[config.mk]
export PLATFORM = sky130hd
export DESIGN_NAME = mac_csr_axi4_lite_slave_flat
export DESIGN_NICKNAME = d
export VERILOG_FILES = /design/src/rtl/mac_csr_pkg.sv /design/src/rtl/mac_csr_axi4_lite_slave_if.sv /design/src/rtl/mac_csr_regfile.sv /design/src/rtl/mac_csr_axi4_lite_slave.sv /design/src/flat_wrapper.sv
export SDC_FILE = /design/constraint.sdc
export NUM_CORES = 1
export LEC_CHECK = 0
export ABC_AREA = 1
export BUFFER_PORTS_ARGS = -buffer_cell sky130_fd_sc_hd__buf_2
export CORE_UTILIZATION = 50
export CTS_CLUSTER_SIZE = 40
export DETAILED_ROUTE_END_ITERATION = 8
export PLACE_DENSITY = 0.76
export REMOVE_ABC_BUFFERS = 1
export SLEW_MARGIN = 20
export SYNTH_ARGS = -nofsm -noshare
export SYNTH_HDL_FRONTEND = slang
export SYNTH_SLANG_ARGS = --single-unit
[constraint.sdc]
create_clock -name clk -period 5.05 [get_ports clk]
set_clock_uncertainty 0.15 [all_clocks]
set_input_delay 0.2525 -clock clk [delete_from_list [all_inputs] [get_ports clk]]
set_output_delay 0.2525 -clock clk [all_outputs]
set_load 0.05 [all_outputs]
[src/rtl/mac_csr_pkg.sv]
// Shared constants for the TSE MAC CSR slave: register offsets, AXI
// response codes and the handshake FSM state encodings.
package mac_csr_pkg;

  localparam logic [4:0] ADDR_VERSION  = 5'h00;
  localparam logic [4:0] ADDR_SCRATCH  = 5'h04;
  localparam logic [4:0] ADDR_CTRL     = 5'h08;
  localparam logic [4:0] ADDR_STATUS   = 5'h0C;
  localparam logic [4:0] ADDR_IRQ_STAT = 5'h10;
  localparam logic [4:0] ADDR_IRQ_MASK = 5'h14;
  localparam logic [4:0] ADDR_EVT_CNT  = 5'h18;
  localparam logic [4:0] ADDR_RSVD     = 5'h1C;

  localparam logic [1:0] RESP_OKAY   = 2'b00;
  localparam logic [1:0] RESP_SLVERR = 2'b10;

  typedef enum logic {W_IDLE = 1'b0, W_RESP = 1'b1} wr_state_t;
  typedef enum logic {R_IDLE = 1'b0, R_DATA = 1'b1} rd_state_t;

endpackage

[src/rtl/mac_csr_axi4_lite_slave_if.sv]
// AXI4-Lite bus bundle between the APB3 bridge (master) and the CSR bank (slave).
// Every channel transfers on the rising edge where valid && ready are both high;
// valid never depends on ready, and payload is held stable while valid waits.
interface mac_csr_axi4_lite_slave_if #(
  parameter int ADDR_WTH = 10
);
  logic [ADDR_WTH-1:0] awaddr;
  logic                awvalid;
  logic                awready;
  logic [31:0]         wdata;
  logic                wvalid;
  logic                wready;
  logic [1:0]          bresp;
  logic                bvalid;
  logic                bready;
  logic [ADDR_WTH-1:0] araddr;
  logic                arvalid;
  logic                arready;
  logic [31:0]         rdata;
  logic [1:0]          rresp;
  logic                rvalid;
  logic                rready;

  modport slave (
    input  awaddr, awvalid, wdata, wvalid, bready, araddr, arvalid, rready,
    output awready, wready, bresp, bvalid, arready, rdata, rresp, rvalid
  );

  modport master (
    output awaddr, awvalid, wdata, wvalid, bready, araddr, arvalid, rready,
    input  awready, wready, bresp, bvalid, arready, rdata, rresp, rvalid
  );
endinterface

[src/rtl/mac_csr_regfile.sv]
// CSR storage: address decode, SCRATCH/CTRL/IRQ registers, event counter
// and the combinational read mux.
module mac_csr_regfile
  import mac_csr_pkg::*;
#(
  parameter int          ADDR_WTH = 10,
  parameter logic [31:0] VERSION  = 32'h0001_0000
) (
  input  logic                clk,
  input  logic                rstn,
  input  logic                wr_en,
  input  logic [ADDR_WTH-1:0] wr_addr,
  input  logic [31:0]         wr_data,
  output logic                wr_err,
  input  logic [ADDR_WTH-1:0] rd_addr,
  output logic [31:0]         rd_data,
  output logic                rd_err,
  input  logic [15:0]         status_i,
  input  logic [7:0]          irq_event_i,
  input  logic                cnt_inc_i,
  output logic [7:0]          ctrl_o,
  output logic                irq_o
);

  logic [31:0] scratch;
  logic [7:0]  ctrl;
  logic [7:0]  irq_stat;
  logic [7:0]  irq_mask;
  logic [31:0] evt_cnt;
  logic        irq_q;
  logic        wr_hit;
  logic [4:0]  wr_sel;
  logic [7:0]  irq_clr;
  logic        cnt_clr;

  // Word-aligned and inside the 32-byte window.
  function automatic logic addr_ok(input logic [ADDR_WTH-1:0] a);
    return ((a >> 5) == '0) && (a[1:0] == 2'b00);
  endfunction

  assign wr_err  = !addr_ok(wr_addr);
  assign wr_hit  = wr_en && !wr_err;
  assign wr_sel  = wr_addr[4:0];
  assign irq_clr = (wr_hit && wr_sel == ADDR_IRQ_STAT) ? wr_data[7:0] : 8'h00;
  assign cnt_clr = wr_hit && wr_sel == ADDR_EVT_CNT;

  always_ff @(posedge clk or negedge rstn) begin
    if (!rstn) begin
      scratch  <= '0;
      ctrl     <= '0;
      irq_stat <= '0;
      irq_mask <= '0;
      evt_cnt  <= '0;
      irq_q    <= 1'b0;
    end else begin
      if (wr_hit && wr_sel == ADDR_SCRATCH)  scratch  <= wr_data;
      if (wr_hit && wr_sel == ADDR_CTRL)     ctrl     <= wr_data[7:0];
      if (wr_hit && wr_sel == ADDR_IRQ_MASK) irq_mask <= wr_data[7:0];
      // A new event outranks a W1C landing in the same cycle.
      irq_stat <= (irq_stat & ~irq_clr) | irq_event_i;
      if (cnt_clr)        evt_cnt <= '0;
      else if (cnt_inc_i) evt_cnt <= evt_cnt + 32'd1;
      irq_q <= |(irq_stat & irq_mask);
    end
  end

  assign ctrl_o = ctrl;
  assign irq_o  = irq_q;

  always_comb begin
    rd_data = '0;
    rd_err  = !addr_ok(rd_addr);
    if (!rd_err) begin
      case (rd_addr[4:0])
        ADDR_VERSION:  rd_data = VERSION;
        ADDR_SCRATCH:  rd_data = scratch;
        ADDR_CTRL:     rd_data = {24'h0, ctrl};
        ADDR_STATUS:   rd_data = {16'h0, status_i};
        ADDR_IRQ_STAT: rd_data = {24'h0, irq_stat};
        ADDR_IRQ_MASK: rd_data = {24'h0, irq_mask};
        ADDR_EVT_CNT:  rd_data = evt_cnt;
        ADDR_RSVD:     rd_data = '0;
        default:       rd_data = '0;
      endcase
    end
  end

endmodule

[src/rtl/mac_csr_axi4_lite_slave.sv]
// AXI4-Lite slave front end for the TSE MAC CSR bank: independent write and
// read handshake FSMs plus the AW/W holding registers around mac_csr_regfile.
module mac_csr_axi4_lite_slave
  import mac_csr_pkg::*;
#(
  parameter int          ADDR_WTH = 10,
  parameter logic [31:0] VERSION  = 32'h0001_0000
) (
  input  logic                              clk,
  input  logic                              rstn,
  mac_csr_axi4_lite_slave_if.slave          s_axi,
  output logic [7:0]                        ctrl_o,
  input  logic [15:0]                       status_i,
  input  logic [7:0]                        irq_event_i,
  input  logic                              cnt_inc_i,
  output logic                              irq_o,
  output wr_state_t                         wr_state,
  output rd_state_t                         rd_state
);

  wr_state_t           wr_state_d;
  rd_state_t           rd_state_d;
  logic                live;
  logic                aw_held;
  logic [ADDR_WTH-1:0] aw_addr_q;
  logic                w_held;
  logic [31:0]         w_data_q;
  logic [1:0]          bresp_q;
  logic [31:0]         rdata_q;
  logic [1:0]          rresp_q;
  logic                aw_hs;
  logic                w_hs;
  logic                b_hs;
  logic                ar_hs;
  logic                commit;
  logic [ADDR_WTH-1:0] wr_addr;
  logic [31:0]         wr_data;
  logic                wr_err;
  logic [31:0]         rd_data;
  logic                rd_err;

  assign aw_hs = s_axi.awvalid && s_axi.awready;
  assign w_hs  = s_axi.wvalid && s_axi.wready;
  assign b_hs  = s_axi.bvalid && s_axi.bready;
  assign ar_hs = s_axi.arvalid && s_axi.arready;

  // A write commits on the edge where the later of AW/W is accepted.
  assign wr_addr = aw_held ? aw_addr_q : s_axi.awaddr;
  assign wr_data = w_held ? w_data_q : s_axi.wdata;

  always_comb begin
    wr_state_d    = wr_state;
    s_axi.awready = 1'b0;
    s_axi.wready  = 1'b0;
    s_axi.bvalid  = 1'b0;
    commit        = 1'b0;
    case (wr_state)
      W_IDLE: begin
        s_axi.awready = live && !aw_held;
        s_axi.wready  = live && !w_held;
        commit        = (aw_held || aw_hs) && (w_held || w_hs);
        if (commit) wr_state_d = W_RESP;
      end
      W_RESP: begin
        s_axi.bvalid = 1'b1;
        if (b_hs) wr_state_d = W_IDLE;
      end
      default: wr_state_d = W_IDLE;
    endcase
  end

  always_comb begin
    rd_state_d    = rd_state;
    s_axi.arready = 1'b0;
    s_axi.rvalid  = 1'b0;
    case (rd_state)
      R_IDLE: begin
        s_axi.arready = live;
        if (ar_hs) rd_state_d = R_DATA;
      end
      R_DATA: begin
        s_axi.rvalid = 1'b1;
        if (s_axi.rready) rd_state_d = R_IDLE;
      end
      default: rd_state_d = R_IDLE;
    endcase
  end

  // live keeps every ready low while reset is asserted and for the first edge after.
  always_ff @(posedge clk or negedge rstn) begin
    if (!rstn) begin
      wr_state  <= W_IDLE;
      rd_state  <= R_IDLE;
      live      <= 1'b0;
      aw_held   <= 1'b0;
      aw_addr_q <= '0;
      w_held    <= 1'b0;
      w_data_q  <= '0;
      bresp_q   <= RESP_OKAY;
      rdata_q   <= '0;
      rresp_q   <= RESP_OKAY;
    end else begin
      wr_state <= wr_state_d;
      rd_state <= rd_state_d;
      live     <= 1'b1;
      if (aw_hs) begin
        aw_held   <= 1'b1;
        aw_addr_q <= s_axi.awaddr;
      end
      if (w_hs) begin
        w_held   <= 1'b1;
        w_data_q <= s_axi.wdata;
      end
      if (b_hs) begin
        aw_held <= 1'b0;
        w_held  <= 1'b0;
      end
      if (commit) bresp_q <= wr_err ? RESP_SLVERR : RESP_OKAY;
      if (ar_hs) begin
        rdata_q <= rd_data;
        rresp_q <= rd_err ? RESP_SLVERR : RESP_OKAY;
      end
    end
  end

  assign s_axi.bresp = bresp_q;
  assign s_axi.rdata = rdata_q;
  assign s_axi.rresp = rresp_q;

  mac_csr_regfile #(
    .ADDR_WTH (ADDR_WTH),
    .VERSION  (VERSION)
  ) u_regfile (
    .clk         (clk),
    .rstn        (rstn),
    .wr_en       (commit),
    .wr_addr     (wr_addr),
    .wr_data     (wr_data),
    .wr_err      (wr_err),
    .rd_addr     (s_axi.araddr),
    .rd_data     (rd_data),
    .rd_err      (rd_err),
    .status_i    (status_i),
    .irq_event_i (irq_event_i),
    .cnt_inc_i   (cnt_inc_i),
    .ctrl_o      (ctrl_o),
    .irq_o       (irq_o)
  );

endmodule

[src/flat_wrapper.sv]
// flat-port wrapper written by rule: the top's interface ports become plain ports
module mac_csr_axi4_lite_slave_flat import mac_csr_pkg::*;
#(
  parameter int          ADDR_WTH = 10,
  parameter logic [31:0] VERSION  = 32'h0001_0000
)
  (clk, rstn, ctrl_o, status_i, irq_event_i, cnt_inc_i, irq_o, wr_state, rd_state, s_axi_awaddr, s_axi_awvalid, s_axi_wdata, s_axi_wvalid, s_axi_bready, s_axi_araddr, s_axi_arvalid, s_axi_rready, s_axi_awready, s_axi_wready, s_axi_bresp, s_axi_bvalid, s_axi_arready, s_axi_rdata, s_axi_rresp, s_axi_rvalid);
  mac_csr_axi4_lite_slave_if #(.ADDR_WTH(ADDR_WTH)) s_axi_i ();
  input  logic clk;
  input  logic rstn;
  output logic [7:0] ctrl_o;
  input  logic [15:0] status_i;
  input  logic [7:0] irq_event_i;
  input  logic cnt_inc_i;
  output logic irq_o;
  output wr_state_t wr_state;
  output rd_state_t rd_state;
  input wire logic [$bits(s_axi_i.awaddr)-1:0] s_axi_awaddr;
  input wire logic [$bits(s_axi_i.awvalid)-1:0] s_axi_awvalid;
  input wire logic [$bits(s_axi_i.wdata)-1:0] s_axi_wdata;
  input wire logic [$bits(s_axi_i.wvalid)-1:0] s_axi_wvalid;
  input wire logic [$bits(s_axi_i.bready)-1:0] s_axi_bready;
  input wire logic [$bits(s_axi_i.araddr)-1:0] s_axi_araddr;
  input wire logic [$bits(s_axi_i.arvalid)-1:0] s_axi_arvalid;
  input wire logic [$bits(s_axi_i.rready)-1:0] s_axi_rready;
  output wire logic [$bits(s_axi_i.awready)-1:0] s_axi_awready;
  output wire logic [$bits(s_axi_i.wready)-1:0] s_axi_wready;
  output wire logic [$bits(s_axi_i.bresp)-1:0] s_axi_bresp;
  output wire logic [$bits(s_axi_i.bvalid)-1:0] s_axi_bvalid;
  output wire logic [$bits(s_axi_i.arready)-1:0] s_axi_arready;
  output wire logic [$bits(s_axi_i.rdata)-1:0] s_axi_rdata;
  output wire logic [$bits(s_axi_i.rresp)-1:0] s_axi_rresp;
  output wire logic [$bits(s_axi_i.rvalid)-1:0] s_axi_rvalid;
  assign s_axi_i.awaddr = s_axi_awaddr;
  assign s_axi_i.awvalid = s_axi_awvalid;
  assign s_axi_i.wdata = s_axi_wdata;
  assign s_axi_i.wvalid = s_axi_wvalid;
  assign s_axi_i.bready = s_axi_bready;
  assign s_axi_i.araddr = s_axi_araddr;
  assign s_axi_i.arvalid = s_axi_arvalid;
  assign s_axi_i.rready = s_axi_rready;
  assign s_axi_awready = s_axi_i.awready;
  assign s_axi_wready = s_axi_i.wready;
  assign s_axi_bresp = s_axi_i.bresp;
  assign s_axi_bvalid = s_axi_i.bvalid;
  assign s_axi_arready = s_axi_i.arready;
  assign s_axi_rdata = s_axi_i.rdata;
  assign s_axi_rresp = s_axi_i.rresp;
  assign s_axi_rvalid = s_axi_i.rvalid;
  mac_csr_axi4_lite_slave #(.ADDR_WTH(ADDR_WTH), .VERSION(VERSION)) u_core (.clk(clk), .rstn(rstn), .s_axi(s_axi_i), .ctrl_o(ctrl_o), .status_i(status_i), .irq_event_i(irq_event_i), .cnt_inc_i(cnt_inc_i), .irq_o(irq_o), .wr_state(wr_state), .rd_state(rd_state));
endmodule
Word level (Yosys, flattened, before mapping)
Index checks and enable logic that the tools add are counted.
- memories: 0
- register bits: 172
- output and inout port bits: 52
- logic and storage cells: 87
- bits in writable memories: 0
- bits in latches: 0
- bits in read-only memories: 0
- shift operators: 0
- reductions and logical operators: 28
- bitwise gates (word level): 6
- equality and inequality tests: 11
- multiply operators: 0
- mux-type cells: 25
- add/subtract/negate cells: 1
- $lt $le $gt $ge: 0
- div/mod/pow operators: 0
- operator list (cell ; number):
    one-hot mux 32 bit (7 select lines) ; 1
    two-way mux 32 bit ; 4
    adder 32 x 1 -> 32 bit (second input constant) ; 1
    equality test 5 bit (second input constant) ; 6
    logical NOT 10 bit ; 2
    AND 8 bit ; 2
    equality test 5 x 4 -> 1 bit (second input constant) ; 3
    logical AND 1 bit ; 15
    two-way mux 1 bit ; 14
    equality test 5 x 3 -> 1 bit (second input constant) ; 2
    two-way mux 10 bit ; 1
    two-way mux 8 bit ; 1
    NOT 8 bit ; 1
    OR 8 bit ; 1
    OR reduction 8 bit ; 1
    nonzero test 2 bit ; 3
    logical NOT 5 bit ; 1
    logical NOT 2 bit ; 2
    two-way mux 2 bit ; 2
    one-hot mux 1 bit (2 select lines) ; 2
    logical NOT 1 bit ; 2
    logical OR 1 bit ; 2
    NOT 1 bit ; 2

Depth between registers and ports, before layout
- depth after elaboration: 13
- depth in mapped cells: 12
- depth with buffers taken out: 10

Modules after synthesis
A second synthesis with hierarchy kept.
- cells, all modules: 1234
- area, all modules: 9122.5 um^2
- modules (own cells, without submodules) (module ; instances ; area each (um^2) ; sequential area each (um^2) ; cells each):
    mac_csr_regfile ; 1 ; 5282.6 ; 2227.1 ; 785
    mac_csr_axi4_lite_slave ; 1 ; 3839.9 ; 2026.9 ; 449

Least setup slack after synthesis
OpenSTA, ideal clock, no wires.
- path kind: flip-flop to flip-flop
- start point: register u_core.wr_state
- end point: register u_core.aw_addr_q[2]
- path slack: 2.451 ns
- path buffers: 1
- clock period less this slack: 2.599 ns
- data required time: 4.767 ns
- data arrival time: 2.316 ns
- library setup time: 0.133 ns
- cell stages (with the launch flop): 8
- cell sequence: dfrtp_1 > inv_2 > nand2_2 > nor2_1 > nand2_1 > inv_1 > clkbuf_1 > o21ai_0
- word-level cells in the longest chain between the ends: 2
- RTL lines (element ; RTL line ; RTL):
    start, declared ; mac_csr_axi4_lite_slave.sv:17 ; output wr_state_t wr_state,
    start signal, assigned ; mac_csr_axi4_lite_slave.sv:103 ; wr_state <= wr_state_d;
    two-way mux 1 bit ; mac_csr_axi4_lite_slave.sv:57 ; case (wr_state)
    named net s_axi_awready ; flat_wrapper.sv:26 ; output wire logic [$bits(s_axi_i.awready)-1:0] s_axi_awready;
    logical AND 1 bit ; mac_csr_axi4_lite_slave.sv:42 ; assign aw_hs = s_axi.awvalid && s_axi.awready;
    end signal, assigned ; mac_csr_axi4_lite_slave.sv:108 ; aw_addr_q <= s_axi.awaddr;
    end, declared ; mac_csr_axi4_lite_slave.sv:25 ; logic [ADDR_WTH-1:0] aw_addr_q;
The timed path passes the listed nets, and every way through them passes these cells.
A chain may end at the register's enable or synchronous reset.

Worst setup path after layout
- start point: register u_core.wr_state
- end point: register u_core.u_regfile.scratch[27]
- word-level cells in the longest chain between the ends: 7
- elaborated cells between the ends (all ways): 10
- those cells by class: mux (3); reduce/logical (7)
- RTL lines (element ; RTL line ; RTL):
    two-way mux 1 bit ; mac_csr_axi4_lite_slave.sv:57 ;
    logical AND 1 bit (on tied branches) ; mac_csr_axi4_lite_slave.sv:42, mac_csr_axi4_lite_slave.sv:43 ;
    logical OR 1 bit ; mac_csr_axi4_lite_slave.sv:61 ; commit = (aw_held || aw_hs) && (w_held || w_hs);
    logical AND 1 bit ; mac_csr_axi4_lite_slave.sv:61 ;
    two-way mux 1 bit * ; mac_csr_axi4_lite_slave.sv:57 ;
    logical AND 1 bit * ; mac_csr_regfile.sv:42 ; assign wr_hit = wr_en && !wr_err;
    logical AND 1 bit * ; mac_csr_regfile.sv:56 ; if (wr_hit && wr_sel == ADDR_SCRATCH) scratch <= wr_data;
    end signal, assigned ; mac_csr_regfile.sv:56 ;
    end, declared ; mac_csr_regfile.sv:25 ; logic [31:0] scratch;
Every way passes the cells marked *; elsewhere a longest branch is shown, timed or not.

==> out/results.txt <==
The run gives 0.0375 as the fraction of met3 tracks used by global routing. For the number of nets in the final layout, the log shows 1372. The run gives 64 as the pin count of the biggest net entering global routing. 136 I/O pins were placed. The tree is rooted in a sky130_fd_sc_hd__clkbuf_16. Along the worst path, the maximum fanout reaches 56. The first-pass GRT wire length came out at 37000 microns. The run gives 0.00418 W as the total power after layout.

Summing every instance area after synthesis gives 0.00859 sq mm. For the final hold violation count, the log shows 0. The area growth from synthesis to layout is 22.1%, and the total setup buffers inserted after CTS is 0. The tools report the number of antenna cells inserted as 0. The library cell used most frequently in the layout, excluding fill and tap cells, is sky130_fd_sc_hd__nand2_1. In this run the tool buffered the top-level ports with 133 buffer cells.

Dividing total power by cell area gives a power density of 399 mW/mm^2. The path class of the tightest hold or removal check is input port to flop. The tools report the number of global-route vias before repair as 7582.

The fraction of final layout cells with drive strength greater than 1 was 0.156; the maximum number of buffers from clock root to sink was 2. The placed instances occupy a cell area of 0.00935 sq mm. TritonCTS built the clock tree. The run finished with clean final reports.

The worst-case headroom to the max-slew limit was 0.314. The run gives 0 as the number of slew-limit violations in the final report. After legalization and detailed placement, the total HPWL measured 15200 microns.

For the pin with the worst max-slew slack, the measured transition is 1.03 ns. Setup repair after global routing left no endpoint under its margin. The tools report the timing-limited maximum frequency as 358 MHz. The tools report the number of antenna violations at the first check in global routing as 0.

In the routed design, unresolved DRC markers number 0. The die covers 0.0177 sq mm. In this run the number of H-tree levels came out at 4. The run gives 0 as the number of cells upsized or downsized after cts. The die is 133 microns tall. Row generation in the floorplan step produced 47 rows. Max-cap violations in this run came to 0. Kind of start point of the critical path: a flop. The global-route congestion overflow total is 0, and the count of routing violations after the opening detailed-route iteration is 596. The category of the worst setup path capture point is a flop.

The routed design has 22500 microns of wire. Counting the buffers created by CTS gives 17. In this run the mean area of a mapped cell was 7.67 sq um. After technology mapping, the gate count stands at 1119. The mean routed wirelength per cell was 14.8 microns; the number of nets with antenna violations after detailed routing was 0. Fill cells in the final layout number 1474.

The met1 routing resource usage after global routing was 0.366. The run gives 0.514 as the effective utilization at floorplan. Number of enable-type register cells in the synthesized netlist: 0. The area share of the largest cell type after synthesis was 0.495; the overall fraction of global-route tracks in use was 0.266. The logs give 5.19 ns for the required arrival time at the worst endpoint and 0 for the total of warnings raised by yosys.

The detailed-route vias per instance works out to 5.17. For the finished layout cell area, the log shows 0.0105 sq mm. The first detailed-routing pass took 5 iterations.

The number of different library cells used by synthesis comes to 33. The tools report the met2 demand-to-capacity share in global routing as 0.417. In the layout the commonest cells are 422 x sky130_fd_sc_hd__nand2_1, 169 x sky130_fd_sc_hd__dfrtp_1, 132 x sky130_fd_sc_hd__buf_2, 119 x sky130_fd_sc_hd__nor2_1, 104 x sky130_fd_sc_hd__inv_1. By area the synthesized netlist is led by sky130_fd_sc_hd__dfrtp_1 50%, sky130_fd_sc_hd__nand2_1 18%, sky130_fd_sc_hd__nor2_1 5.2%, sky130_fd_sc_hd__inv_1 4.5%, sky130_fd_sc_hd__nand3_1 3.7%. The run gives 0.0167 sq mm as the core area. The largest total area in the synthesized netlist belongs to sky130_fd_sc_hd__dfrtp_1. The busiest layer in global routing is met2.

The critical path is of the flop to flop type. For this design, the sink count on the clock tree is 170. The final cycle utilization of the critical path was 0.554.

The run gives 0.495 as the part of the Yosys area used for sequential elements. The most used flip-flop cell after synthesis is sky130_fd_sc_hd__dfrtp_1. From left edge to right edge, the die measures 133 microns. Clock-pin slew was measured on the worst setup and hold paths at 0.06 ns.

Routability-driven placement finished with a final weighted congestion of 0.903. The static leakage is 5.70 nW. The largest voltage drop on the vdd net is 266 uV. For the worst setup path, the data arrival time is 2.94 ns. The later pin in the worst-skew pair is clocked with a latency of 0.43 ns. The setup TNS after final layout is 0 ns. The smallest clock period supported by the final layout is computed as 2.80 ns.

The detailed router placed 7842 vias in this run. The number of setup violations in the final report was 0; the async set-or-reset flop fraction in the synthesized netlist was 1.00. In this run, synthesis produced a sequential element count of 170.
synth_stat cells, drive strengths merged, types with 4 or more instances:
library cell	instances
nand2	427
inv	109
nor2	121
nor3	9
buf	27
dfrtp	170
xnor2	6
mux2i	24
o22ai	13
nand4	26
xor2	12
and3	4
clkbuf	19
o21ai	67
a21oi	10
nand3	65
critical path, stage by stage, from the launching register on:
cell and delay (ns):
sky130_fd_sc_hd__dfrtp_1 0.41, sky130_fd_sc_hd__inv_2 0.09, sky130_fd_sc_hd__nand2_2 0.08, sky130_fd_sc_hd__o21ai_1 0.21, sky130_fd_sc_hd__nand3_2 0.15, sky130_fd_sc_hd__nor2_4 0.65
sky130_fd_sc_hd__nand2_4 0.53, sky130_fd_sc_hd__nand2_1 0.25, sky130_fd_sc_hd__o21ai_2 0.07
layer usage:
layer	up-vias	routed length (microns)
met5	-	0
met4	0	751
met3	52	1280
met2	280	10200
met1	3666	10200
li1	3844	-
report_power, final:
part / switching (W) / internal (W)
Combinational: 0.000677 / 0.000365
Sequential: 0.000180 / 0.00161
Clock: 0.000524 / 0.000825
kinds of logic (layout without fill, tap and decap cells):
| family | Yosys count | after routing | share of synthesized area |
|---|---|---|---|
| flip-flops | 170 | 170 | 0.495 |
| XOR/XNOR | 18 | 18 | 0.0184 |
| adder cells (fa/ha/maj) | 1 | 1 | 0.00146 |
| AND/OR/NAND/NOR | 656 | 656 | 0.313 |
| AO/OA/AOI/OAI | 93 | 93 | 0.0651 |
| other | 2 | 3 | 0.000874 |
| multiplexers | 24 | 24 | 0.0280 |
| buffers and inverters | 155 | 333 | 0.0777 |
timing repair:
action                     CTS  global route
setup endpoints to repair    0             0
hold endpoints to repair   128             0
hold buffers                53             0
path summary, 6_finish.rpt:
path / startpoint / end / slack (ns) / depth (start not counted)
worst max-delay path: u_core.wr_state$_DFF_PN0_ / u_core.u_regfile.scratch[27]$_DFFE_PN0P_ / 2.25 / 8
worst min-delay path: status_i[13] / u_core.s_axi.rdata[13]$_DFFE_PN0P_ / 0.05 / 5
worst max register to register: u_core.wr_state$_DFF_PN0_ / u_core.u_regfile.scratch[27]$_DFFE_PN0P_ / 2.25 / 8
worst min register to register: u_core.s_axi.rdata[0]$_DFFE_PN0P_ / u_core.s_axi.rdata[0]$_DFFE_PN0P_ / 0.32 / 2
max in group asynchronous: rstn / u_core.u_regfile.scratch[29]$_DFFE_PN0P_ / 3.30 / 3
min in group asynchronous: rstn / u_core.aw_addr_q[6]$_DFFE_PN0P_ / 0.26 / 2
metrics by stage:
stage | cells | util | worst slack [ns] | hold slack [ns]
2_1_floorplan | 1074 | - | 1.32 | -0.193
3_3_place_gp | 1435 | 0.560 | 2.12 | 0.125
3_5_place_dp | 1435 | 0.560 | 1.88 | 0.125
4_1_cts | 1518 | 0.627 | 1.85 | 0.0244
5_1_grt | 1518 | 0.628 | 2.06 | 0.0702
6_report | 1518 | 0.628 | 2.25 | 0.0467
area by class of cell:
| class | instances | area [sq um] | area share |
|---|---|---|---|
| clock inverter | 7 | 114 | 0.0109 |
| inverter | 109 | 409 | 0.0390 |
| multi-input combinational | 795 | 3680 | 0.351 |
| clock buffer | 23 | 488 | 0.0466 |
| timing repair buffer | 194 | 1260 | 0.120 |
| sequential | 170 | 4260 | 0.406 |
| tap | 220 | 275 | 0.0263 |
state kept, by name, summed over array words and instances (netlist names):
name and count:
u_core.aw_addr_q 10, u_core.aw_held 1, u_core.live 1, u_core.rd_state 1, u_core.s_axi.bresp 1, u_core.s_axi.rdata 32
u_core.s_axi.rresp 1, u_core.u_regfile.ctrl_o 8, u_core.u_regfile.evt_cnt 32, u_core.u_regfile.irq_mask 8, u_core.u_regfile.irq_o 1, u_core.u_regfile.irq_stat 8
u_core.u_regfile.scratch 32, u_core.w_data_q 32, u_core.w_held 1, u_core.wr_state 1
Power figures use the tool's default switching activity.
